### config.mk
export PLATFORM = sky130hd
export DESIGN_NAME = matrix_operand_streamer
export DESIGN_NICKNAME = d
export VERILOG_FILES = /design/src/rtl/matmul_pkg.sv /design/src/rtl/nested_index_counter.sv /design/src/rtl/matrix_operand_streamer.sv
export SDC_FILE = /design/constraint.sdc
export NUM_CORES = 1
export LEC_CHECK = 0
export CELL_PAD_IN_SITES_DETAIL_PLACEMENT = 1
export CELL_PAD_IN_SITES_GLOBAL_PLACEMENT = 2
export CORE_ASPECT_RATIO = 0.5
export CORE_MARGIN = 5
export CORE_UTILIZATION = 29
export CTS_CLUSTER_DIAMETER = 30
export CTS_CLUSTER_SIZE = 30
export DETAILED_ROUTE_END_ITERATION = 12
export PLACE_DENSITY = 0.9
export SKIP_LAST_GASP = 1
export SLEW_MARGIN = 20
export SYNTH_ARGS = -nofsm -noshare
export SYNTH_HDL_FRONTEND = slang
export SYNTH_SLANG_ARGS = --single-unit
### constraint.sdc
create_clock -name clk -period 4.1 [get_ports clk]
set_input_delay 1.025 -clock clk [delete_from_list [all_inputs] [get_ports clk]]
set_output_delay 1.025 -clock clk [all_outputs]
set_load 0.005 [all_outputs]
### src/rtl/matmul_pkg.sv
// Shared types and helpers for the matrix operand streaming datapath.
package matmul_pkg;

    typedef enum logic {
        IDLE   = 1'b0,
        STREAM = 1'b1
    } state_t;

    localparam logic ROLE_A = 1'b0;
    localparam logic ROLE_B = 1'b1;

    // Flat position of element (r,c) in a row-major n x n matrix.
    function automatic int elem_index(input int r, input int c, input int n);
        return r * n + c;
    endfunction

endpackage

### src/rtl/nested_index_counter.sv
// Three nested i/j/k counters (k innermost), each wrapping at N-1.
module nested_index_counter #(
    parameter int N  = 2,
    parameter int IW = $clog2(N)
) (
    input  logic          clk,
    input  logic          rst,
    input  logic          clear,
    input  logic          en,
    output logic [IW-1:0] i,
    output logic [IW-1:0] j,
    output logic [IW-1:0] k,
    output logic          last_k,
    output logic          last_all
);

    // Wrap is explicit so a non-power-of-2 N never reaches 2^IW-1.
    localparam logic [IW-1:0] MAX_IDX = IW'(N - 1);

    logic last_j;
    logic last_i;

    assign last_k   = (k == MAX_IDX);
    assign last_j   = (j == MAX_IDX);
    assign last_i   = (i == MAX_IDX);
    assign last_all = last_k && last_j && last_i;

    // NOTE: sequential state uses non-blocking assignments so every counter
    // samples the pre-edge values of its neighbours.
    always_ff @(posedge clk) begin
        if (rst || clear) begin
            i <= '0;
            j <= '0;
            k <= '0;
        end else if (en) begin
            if (!last_k) begin
                k <= k + 1'b1;
            end else begin
                k <= '0;
                if (!last_j) begin
                    j <= j + 1'b1;
                end else begin
                    j <= '0;
                    i <= last_i ? '0 : i + 1'b1;
                end
            end
        end
    end

endmodule

### src/rtl/matrix_operand_streamer.sv
// Captures an N x N matrix and streams it in i/j/k MAC order as A[i][k] or B[k][j].
module matrix_operand_streamer
    import matmul_pkg::*;
#(
    parameter int N = 2,
    parameter int W = 4
) (
    input  logic             clk,
    input  logic             rst,
    input  logic             abort,
    input  logic             load_valid,
    output logic             load_ready,
    input  logic [N*N*W-1:0] matrix_in,
    input  logic             role,
    output logic             out_valid,
    input  logic             out_ready,
    output logic [W-1:0]     element,
    output logic             out_last_k,
    output logic             out_last
);

    localparam int IW = $clog2(N);

    state_t             state;
    logic [N*N*W-1:0]   matrix_q;
    logic               role_q;
    logic [IW-1:0]      cnt_i;
    logic [IW-1:0]      cnt_j;
    logic [IW-1:0]      cnt_k;
    logic               last_k;
    logic               last_all;
    logic               handshake;
    logic               load_fire;
    logic [IW-1:0]      row;
    logic [IW-1:0]      col;

    // Outputs are forced low during the reset cycle itself, not only after it.
    assign load_ready = (state == IDLE) && !rst;
    assign out_valid  = (state == STREAM) && !rst;
    assign handshake  = out_valid && out_ready;
    assign load_fire  = load_valid && load_ready;

    nested_index_counter #(.N(N), .IW(IW)) u_counter (
        .clk      (clk),
        .rst      (rst),
        .clear    (abort || load_fire || (handshake && last_all)),
        .en       (handshake && !abort),
        .i        (cnt_i),
        .j        (cnt_j),
        .k        (cnt_k),
        .last_k   (last_k),
        .last_all (last_all)
    );

    always_ff @(posedge clk) begin
        if (rst) begin
            state    <= IDLE;
            // NOTE: the stored matrix is a plain register bank, so clearing it
            // on reset is cheap and keeps element deterministic.
            matrix_q <= '0;
            role_q   <= ROLE_A;
        end else if (abort) begin
            state <= IDLE;
        end else begin
            case (state)
                STREAM: if (handshake && last_all) state <= IDLE;
                IDLE: begin
                    if (load_valid) begin
                        state    <= STREAM;
                        matrix_q <= matrix_in;
                        role_q   <= role;
                    end
                end
                default: state <= IDLE;
            endcase
        end
    end

    // A-role walks row i along k; B-role walks column j down k.
    assign row = (role_q == ROLE_B) ? cnt_k : cnt_i;
    assign col = (role_q == ROLE_B) ? cnt_j : cnt_k;

    always_comb begin
        element    = '0;
        out_last_k = 1'b0;
        out_last   = 1'b0;
        if (out_valid) begin
            element    = W'(matrix_q >> (elem_index(int'(row), int'(col), N) * W));
            out_last_k = last_k;
            out_last   = last_all;
        end
    end

endmodule

* Yosys cells after proc, flatten, opt, wreduce, memory -nomap -nowiden *
Cells that the tools add are included.

cells by class
  add/subtract/negate cells = 4
  shifts and indexed selects = 1
  mux-type cells = 11
  bitwise logic cells = 2
  reduce and logical (&&, ||, !) cells = 17

operators by type and width
  operator             count
  $shr 16x5->4         1
  $mux 1               9
  $logic_and 1x1->1    8
  $reduce_and 3->1     2
  $mux 4               1
  $add 1x1->1 const B  3
  $add 2x1->3          1
  $logic_or 1x1->1     3
  $logic_not 1->1      2
  $not 1->1            2
  $pmux 1 s2           1
  $reduce_and 2->1     1
  $reduce_or 2->1      1

word-level totals
  register bits = 21
  bits of input ports = 22
  output and inout port bits = 8
  logic and storage cells = 41

* Logic depth before layout (Yosys ltp) *
Gate-level depths: netlist of run 1.

  depth after elaboration = 6
  mapped depth = 5

* Hierarchy *
Synthesis of run 1 repeated with hierarchy kept, for this count alone.

second synthesis, totals
  cell total of the unflattened synthesis = 130
  area, all modules = 1034.7 um2

by module, submodules not included
  module                   times used  cells an instance  area an instance (um2)
  matrix_operand_streamer  1           115                884.6
  nested_index_counter     1           15                 150.1

* Least setup slack after synthesis of run 1 *
OpenSTA, ideal clock, no wires.

  path type = input port to output port
  from = in rst
  to = out load_ready
  arrival = 1.653 ns
  required time = 3.075 ns
  path slack = 1.422 ns
  cell stages on the path = 3
  buffers on the path = 2
  cells stage by stage = clkbuf_1 > clkbuf_1 > nor2_1

between the ends
  longest elaborated chain between the ends = 2

ends and longest elaborated chain
  item               line                           text
  from (decl)        matrix_operand_streamer.sv:9   input logic rst,
  $logic_not 1->1    matrix_operand_streamer.sv:38  assign load_ready = (state == IDLE) && !rst;
  $logic_and 1x1->1  matrix_operand_streamer.sv:38
  to (decl)          matrix_operand_streamer.sv:12  output logic load_ready,

Every way passes these cells.

* Worst setup path in the final report of run 1 *
  from = in rst
  to = out out_last

between the ends
  longest elaborated chain between the ends = 3

ends and longest elaborated chain
  item               line                           text
  $logic_not 1->1    matrix_operand_streamer.sv:39  assign out_valid = (state == STREAM) && !rst;
  $logic_and 1x1->1  matrix_operand_streamer.sv:39
  $mux 1             matrix_operand_streamer.sv:87  if (out_valid) begin
  to (decl)          matrix_operand_streamer.sv:19  output logic out_last

Every way passes these cells.

==> metrics.sh, run 1 <==
TIMING.FINAL.SETUP_VIOLATIONS=0
FLOORPLAN.INITIALDENSITY=0.314
MIN_PERIOD_OVER_PERIOD=0.869
CRIT_SLOWEST_CELL='clkdlybuf4s50_1'
PATH_CELLS='clkdlybuf4s50_1 > nand2b_1 > inv_2 > and2_1 > and3_1 > clkdlybuf4s50_1'
AREAGROWTHSYNTHTOFINISH_PCT=33.0
YOSYSWARNINGS=0
ROOT_BUFFER_CELL='clkbuf_8'
LARGEST_FANOUT_ON_THE_CRITICAL_PATH=5
IO_BUFFERS=29
CRITICAL-PATH-TOP-DELAY-FAMILY='buffers and inverters'
GRT_SETUP_UNREPAIRED='false'
WORST_CLOCK_SKEW_NS=0.00708
GRT_MAX_DEGREE=22
CTS_RESIZED=0
VDD.IR_DROP.WORST_uV=85.2
P_CLK_FRAC=0.333
TRITONCTS='done'
WORST_EP_ARRIVAL_TIME_NS=2.54
POST_CTS_HOLD_BUFFER_COUNT=0
NUMCLOCKSINKS=21
CP.BUFFERS_INVERTERS=3
SEQ_POWER_SHARE=0.526
ROUTABILITYCONGESTION=0.755
CRITICAL_PATH.REG2REG.ENDPOINT='matrix_q[5]'
HTREE_NUM_LEVELS=1
DRT_FIRST_PASS_ITERS=4
TRITONCTS.NUM_BUFFERS=3
FMAXACHIEVABLE_GHz=0.281
OVERFLOW=0
SHARE_OF_LAYOUT_CELLS_ABOVE_DRIVE_STRENGTH_1=0.0610
MAX_SLEW.WORST_PIN.SLEW_NS=0.746
FILL_CELLS=446
GRT_PASS1_WL_UM=4670
FIRST_GLOBAL_VIAS=979
DIEAREA_UM2=5270
SEQUENTIAL_AREA_SHARE_AFTER_SYNTHESIS=0.376
FINAL_ANTENNA_NET_COUNT=0
FINALWIRELENGTH_UM=2910
R2R-START='state'
POWER.NET_SWITCHING_uW=104
SLEW-LIMIT-HEADROOM=0.502
POST-PLACE-CELLS=211
POSTCTS_SETUP_BUFS=0
WORSTHOLDSTART='matrix_q[2]'
SYNTH_CELL_TYPES=28
HOLD-PATH-ENDPOINT='matrix_q[2]'
R2R_SETUP_SLACK_NS=2.68
STATIC-LEAKAGE-POWER_uW=0.000506
VIA_PER_INST=4.77
FLOORPLAN.CORE_AREA_UM2=3570
WORSTSETUPPATHTYPE='input port to output pin'
CELL_COUNT_AFTER_SYNTHESIS=138
CHIPWIDTH_UM=97.8
TIMING.FINAL.CRIT_PERIOD_NS=3.56
OUTCOME='complete, no violations'
CRITICAL-PATH-TOP-CELL-BY-COUNT='clkdlybuf4s50_1'
DETAIL_ROUTE.DRC_VIOLATIONS=0
HPWL_UM=2100
DETAIL_ROUTE.WL_PER_CELL_UM=13.5
HOLD_VIOLATIONS=0
FINAL_MAX_SLEW_VIOL_COUNT=0
GRT_USE_TOTAL=0.113
RR_WORST_DEPTH=3
DRTITER0DRC=52
MAX_CAP_VIOLATIONS=0
TOP_LEVEL_PORTS=30
POWER_PER_CELL_AREA_nW_PER_UM2=281
POWER.COMBINATIONAL.FRACTION=0.140
CLOCK_LATENCY_NS=0.27
NUM_VIAS=1025
ROWS=15
SETUP.WORST_PATH.START='rst'
YS_DOMINANT_REG_CELL='dfxtp_1'
SETUP_TNS_FINAL_NS=0
REGISTER_BIT_TOTAL_FROM_SYNTHESIS=21
HOLD_PATH_STAGES=2
SLOWEST_DELAY_NS=0.50
INTERNAL_POWER_uW=314
CRITICAL_PATH.STARTPOINT_TYPE='input port'
ASYNCSETRESETFLOPFRACSYNTH=0
ANTENNA_CELLS_INSERTED=0
CLK_PIN_SLEW_WORST_PATHS_NS=0.08
CLK_PATH_BUF_DEPTH=2
HOLD_CLASS='flop to flop'
GRT_ANTENNA_BEFORE_REPAIR=0
SYN-MEAN-INSTANCE-AREA_UM2=8.11
FINAL-INSTANCE-COUNT-EXCL-FILL=215
WORST_HOLD_SLACK_NS=0.473
SYN_NETS=160
FINISH.NET_COUNT=187
SETUP_CRIT_END_KIND='output pin'
CHIPHEIGHT_UM=53.9
SWITCHING_SHARE=0.248
SYNTH_AREA_UM2=1120
SYNTH_EDF_COUNT=0
CP.REQUIRED_NS=3.07
flip-flops by register name (all words and copies together), names as in the netlist:
name and flops:
u_counter.j 1, state 1, matrix_q 16, u_counter.i 1
role_q 1, u_counter.k 1
cells in the final DEF, fill, tap and decap left out, drive strengths merged:
cell,synthesis,layout
a21boi,1,1
a21oi,22,22
a22oi,3,3
a311oi,1,1
a31oi,1,1
and2,1,1
and3,4,4
and4b,1,1
buf,5,2
clkbuf,4,3
clkdlybuf4s50,0,29
clkinvlp,0,1
dfxtp,21,21
inv,2,2
mux2i,14,14
mux4,2,2
nand2,36,36
nand2b,3,3
nand3,4,4
nand3b,2,2
nor2,4,4
nor2b,2,2
nor3b,1,1
o21ai,2,2
or3,1,1
or3b,1,1
final cells by class:
type                    count  area [um^2]  share of cell area
clock buffers               3         41.3              0.0278
clock inverters             1         7.51             0.00505
inverters                   2         7.51             0.00505
multi-input cells         106          642               0.431
flip-flops and latches     21          420               0.283
well taps                  51         63.8              0.0429
repair buffers             31          305               0.205
through the flow:
step / setup slack (ns) / area [um^2] / utilization / power, uW
3_3_place_gp: 0.554 / 1440 / 0.404 / 282
5_1_grt: 0.451 / 1490 / 0.417 / 440
4_1_cts: 0.531 / 1490 / 0.417 / 425
3_5_place_dp: 0.534 / 1440 / 0.404 / 284
2_1_floorplan: 1.42 / 1120 / - / 252
6_report: 0.538 / 1490 / 0.417 / 418
Yosys cell counts (all sizes together) (2+ instances only):
| library cell | count | area (um^2) |
|---|---|---|
| o21ai | 2 | 10.0 |
| dfxtp | 21 | 420 |
| nor2 | 4 | 15.0 |
| a21oi | 22 | 110 |
| buf | 5 | 33.8 |
| nand3b | 2 | 15.0 |
| clkbuf | 4 | 15.0 |
| mux2i | 14 | 140 |
| nor2b | 2 | 12.5 |
| mux4 | 2 | 45.0 |
| a22oi | 3 | 22.5 |
| inv | 2 | 7.50 |
| nand2 | 36 | 135 |
| and3 | 4 | 25.0 |
| nand3 | 4 | 20.0 |
| nand2b | 3 | 18.8 |
worst max-delay path by stage:
stage	end	slack (ns)	depth (start not counted)
after floorplan	load_ready	1.42	3
final	out_last	0.54	6
after detailed placement	out_last	0.53	6
after global routing	out_last	0.45	6
after CTS	out_last	0.53	6
after global placement	out_last	0.55	6
worst min-delay path: stages, from the launching register on:
cell and delay [ns]:
dfxtp_1 0.33, nand2_1 0.05, a21oi_1 0.05
cells by family after synthesis:
kind of cell | Yosys count | share of synthesized area
AND/OR/NAND/NOR | 60 | 0.261
AO/OA/AOI/OAI | 30 | 0.148
flip-flops | 21 | 0.376
multiplexers | 16 | 0.166
buffers and inverters | 11 | 0.0503
power groups by stage:
stage               sequential (uW)  combinational (uW)  clock [uW]
floorplan                       221                30.7           0
global placement                224                57.8           0
detailed placement              225                59.2           0
CTS                             220                59.5         145
global route                    221                65.0         154
finish                          220                58.7         139
per-layer routing:
layer | vias up | routed length [um] | track usage
met4 | 0 | 27 | 0.0276
li1 | 531 | - | -
met3 | 2 | 106 | 0.0336
met2 | 18 | 1270 | 0.178
met1 | 474 | 1510 | 0.153
met5 | - | 0 | 0
No activity file was read; power rests on OpenSTA's default activity.
==> inputs of run 2 (changes only) <==
- CORE_UTILIZATION: 29 -> 28
- SYNTH_HIERARCHICAL: unset -> 1
==> run 2 against run 1 <==
Net effect:
- sequential share of layout area rose by 2.0 points
- critical endpoint unchanged
- non-clock buffer count fell by 1
- cell count fell by 3.3%
- sequential power barely moved
- global-route usage rose by 0.12 points
==> metrics.sh, run 2 <==
SEQUENTIAL_AREA_SHARE_AFTER_SYNTHESIS=0.406  # +0.0304
SYNTH_LARGEST_TYPE_AREA_FRACTION=0.406  # +0.0304
ASYNCSETRESETFLOPFRACSYNTH=0  # unchanged
CLOCK_LATENCY_NS=0.26  # about the same
STATIC-LEAKAGE-POWER_uW=0.000472  # -6.5%
MIN_PERIOD_OVER_PERIOD=0.848  # -0.0211
CP.REQUIRED_NS=3.07  # about the same
FINAL_MAX_SLEW_VIOL_COUNT=0  # unchanged
CTS_RESIZED=0  # unchanged
DRTITER0DRC=24  # -54%
SYN-MEAN-INSTANCE-AREA_UM2=7.96  # -1.8%
HPWL_UM=2030  # -3.6%
CRITICAL_PATH.STARTPOINT_TYPE='input port'
HTREE_NUM_LEVELS=1  # unchanged
TIMING.FINAL.SETUP_VIOLATIONS=0  # unchanged
SLOWEST_DELAY_NS=0.47  # -0.03 ns
REGISTER_BIT_TOTAL_FROM_SYNTHESIS=21  # unchanged
FMAXACHIEVABLE_GHz=0.288  # +2.5%
CRIT_SLOWEST_CELL='clkdlybuf4s50_1'
GRT_USE_TOTAL=0.114  # +0.00123
SYN_NETS=152  # -5.0%
CLK_PATH_BUF_DEPTH=2  # unchanged
VIA_PER_INST=4.66  # -2.2%
HOLD_VIOLATIONS=0  # unchanged
CHIPWIDTH_UM=96.0  # -1.9%
SETUP_TNS_FINAL_NS=0  # unchanged
LARGEST_FANOUT_ON_THE_CRITICAL_PATH=6  # +1
DRT_FIRST_PASS_ITERS=4  # unchanged
CRITICAL-PATH-TOP-CELL-BY-COUNT='clkdlybuf4s50_1'
NUMCLOCKSINKS=21  # unchanged
SETUP_CRIT_END_KIND='output pin'
FINISH.NET_COUNT=180  # -3.7%
SYNTH_TOP_AREA_CELL='dfxtp_1'
LARGEST-REGISTER='matrix_q'
NUM_VIAS=970  # -5.4%
WORST_CLOCK_SKEW_NS=0.00298  # -0.00411 ns
HOLD_CLASS='flop to flop'
LAYOUT_COMMONEST_CELL='nand2_1'
FLOORPLAN.INITIALDENSITY=0.296  # -0.0173
TIMING.FINAL.CRIT_PERIOD_NS=3.48  # -0.0867 ns
CLK_PIN_SLEW_WORST_PATHS_NS=0.08  # about the same
DETAIL_ROUTE.DRC_VIOLATIONS=0  # unchanged
WORSTSETUPPATHTYPE='input port to output pin'
ROWS=15  # unchanged
WORST_EP_ARRIVAL_TIME_NS=2.45  # -0.09 ns
FF_LATCH_AREA_UM2=420  # unchanged
DIEAREA_UM2=5080  # -3.6%
VDD.IR_DROP.WORST_uV=111  # +31%
CELL_COUNT_AFTER_SYNTHESIS=130  # -5.8%
ANTENNA_CELLS_INSERTED=0  # unchanged
LAYOUT.CORE_UTILIZATION=0.398  # -0.0190
SLEW-LIMIT-HEADROOM=0.534  # +0.0325
PATH_CELLS='clkdlybuf4s50_1 > nand2b_1 > inv_1 > and2_1 > clkdlybuf4s50_1'
FINAL_ANTENNA_NET_COUNT=0  # unchanged
OUTCOME='complete, no violations'
GRT_MAX_DEGREE=24  # +9.1%
YOSYSWARNINGS=6  # +6
MAX_SLEW.WORST_PIN.SLEW_NS=0.698  # -0.0486 ns
DETAIL_ROUTE.WL_PER_CELL_UM=13.2  # -2.2%
AREAGROWTHSYNTHTOFINISH_PCT=34.3
IO_BUFFERS=29  # unchanged
TRITONCTS.NUM_BUFFERS=3  # unchanged
POSTCTS_SETUP_BUFS=0  # unchanged
FINALWIRELENGTH_UM=2750  # -5.4%
YS_DOMINANT_REG_CELL='dfxtp_1'
SYNTH_CELL_TYPES=31  # +11%
SYNTH_AREA_UM2=1030  # -7.5%
MAX_CAP_VIOLATIONS=0  # unchanged
YS_TOP_CELLS_BY_COUNT='nand2_1 (35), a21oi_1 (24), dfxtp_1 (21), a22oi_1 (6), nor2_1 (5)'
GRT_SETUP_UNREPAIRED='false'
TOP_LEVEL_PORTS=30  # unchanged
SYNTH_EDF_COUNT=0  # unchanged
ROOT_BUFFER_CELL='clkbuf_8'
FILL_CELLS=431  # -3.4%
TRITONCTS='done'
GRT_PASS1_WL_UM=4460  # -4.6%
FIRST_GLOBAL_VIAS=979  # unchanged
ROUTABILITYCONGESTION=0.754  # -0.23%
LAYOUT.CELLS.MOST_COMMON_LIST='nand2_1 (35), clkdlybuf4s50_1 (29), a21oi_1 (24), dfxtp_1 (21), a22oi_1 (6)'
MULTIINPUTGATEAREA_UM2=558  # -13%
NUMBER_OF_FLIP_FLOPS_UNDER_THE_LARGEST_REGISTER_NAME=16  # unchanged
SHARE_OF_LAYOUT_CELLS_ABOVE_DRIVE_STRENGTH_1=0.102  # +0.0409
OVERFLOW=0  # unchanged
CELL_WITH_THE_MOST_INSTANCES_AFTER_SYNTHESIS='nand2_1'
POST_CTS_HOLD_BUFFER_COUNT=0  # unchanged
SYNTHTOPCELLSBYAREA='dfxtp_1 (41%), nand2_1 (13%), a21oi_1 (12%)'
CHIPHEIGHT_UM=53.0  # -1.7%
GRT_ANTENNA_BEFORE_REPAIR=0  # unchanged
POWER_PER_CELL_AREA_nW_PER_UM2=292  # +3.9%
FLOORPLAN.CORE_AREA_UM2=3490  # -2.1%
## run 2: layout make-up
| type | count | share of cell area |
|---|---|---|
| multi-input cells | 101 | 0.401 |
| flip-flops and latches | 21 | 0.302 |
| repair buffers | 30 | 0.214 |
| well taps | 51 | 0.0459 |
| clock buffers | 3 | 0.0297 |
| clock inverters | 1 | 0.00360 |
| inverters | 1 | 0.00270 |
## run 2: where the power goes
group	internal (uW)	switching, uW
combinational	30.3	22.0
sequential	212	6.14
clock	67.7	67.8
total	310	95.9
## run 2: cell families (layout without fill, tap and decap cells)
group | after synthesis | in the layout | synth area share
flops | 21 | 21 | 0.406
compound gates | 35 | 35 | 0.198
xor+xnor | 1 | 1 | 0.00847
mux | 3 | 3 | 0.0363
buf+inv | 8 | 35 | 0.0544
simple gates | 62 | 62 | 0.296
## run 2: final timing paths
| path | start | end | slack [ns] | depth (start not counted) |
|---|---|---|---|---|
| hold reg to reg | matrix_q[3] | matrix_q[3] | 0.46 | 2 |
| setup / recovery | rst | out_last | 0.62 | 5 |
| setup reg to reg | state | u_counter/i | 2.32 | 4 |
| hold / removal | matrix_q[3] | matrix_q[3] | 0.46 | 2 |
## run 2: stage by stage
step	power (uW)	hold WS, ns	worst slack (ns)	area [um^2]	cells
floorplan	248	0.436	1.42	1030	130
global placement	275	0.445	0.651	1340	204
detailed placement	276	0.450	0.611	1340	204
CTS	411	0.462	0.611	1390	208
global route	425	0.483	0.515	1390	208
finish	406	0.461	0.624	1390	208
## run 2: critical path, delay by kind of cell
family,cells,cell delay (ns)
buf+inv,3,1.02
simple gates,2,0.41
## run 2: routing by layer
layer  wire, um  track usage
met5          0            0
met4         19       0.0142
met3         42       0.0355
met2       1320        0.199
met1       1370        0.143
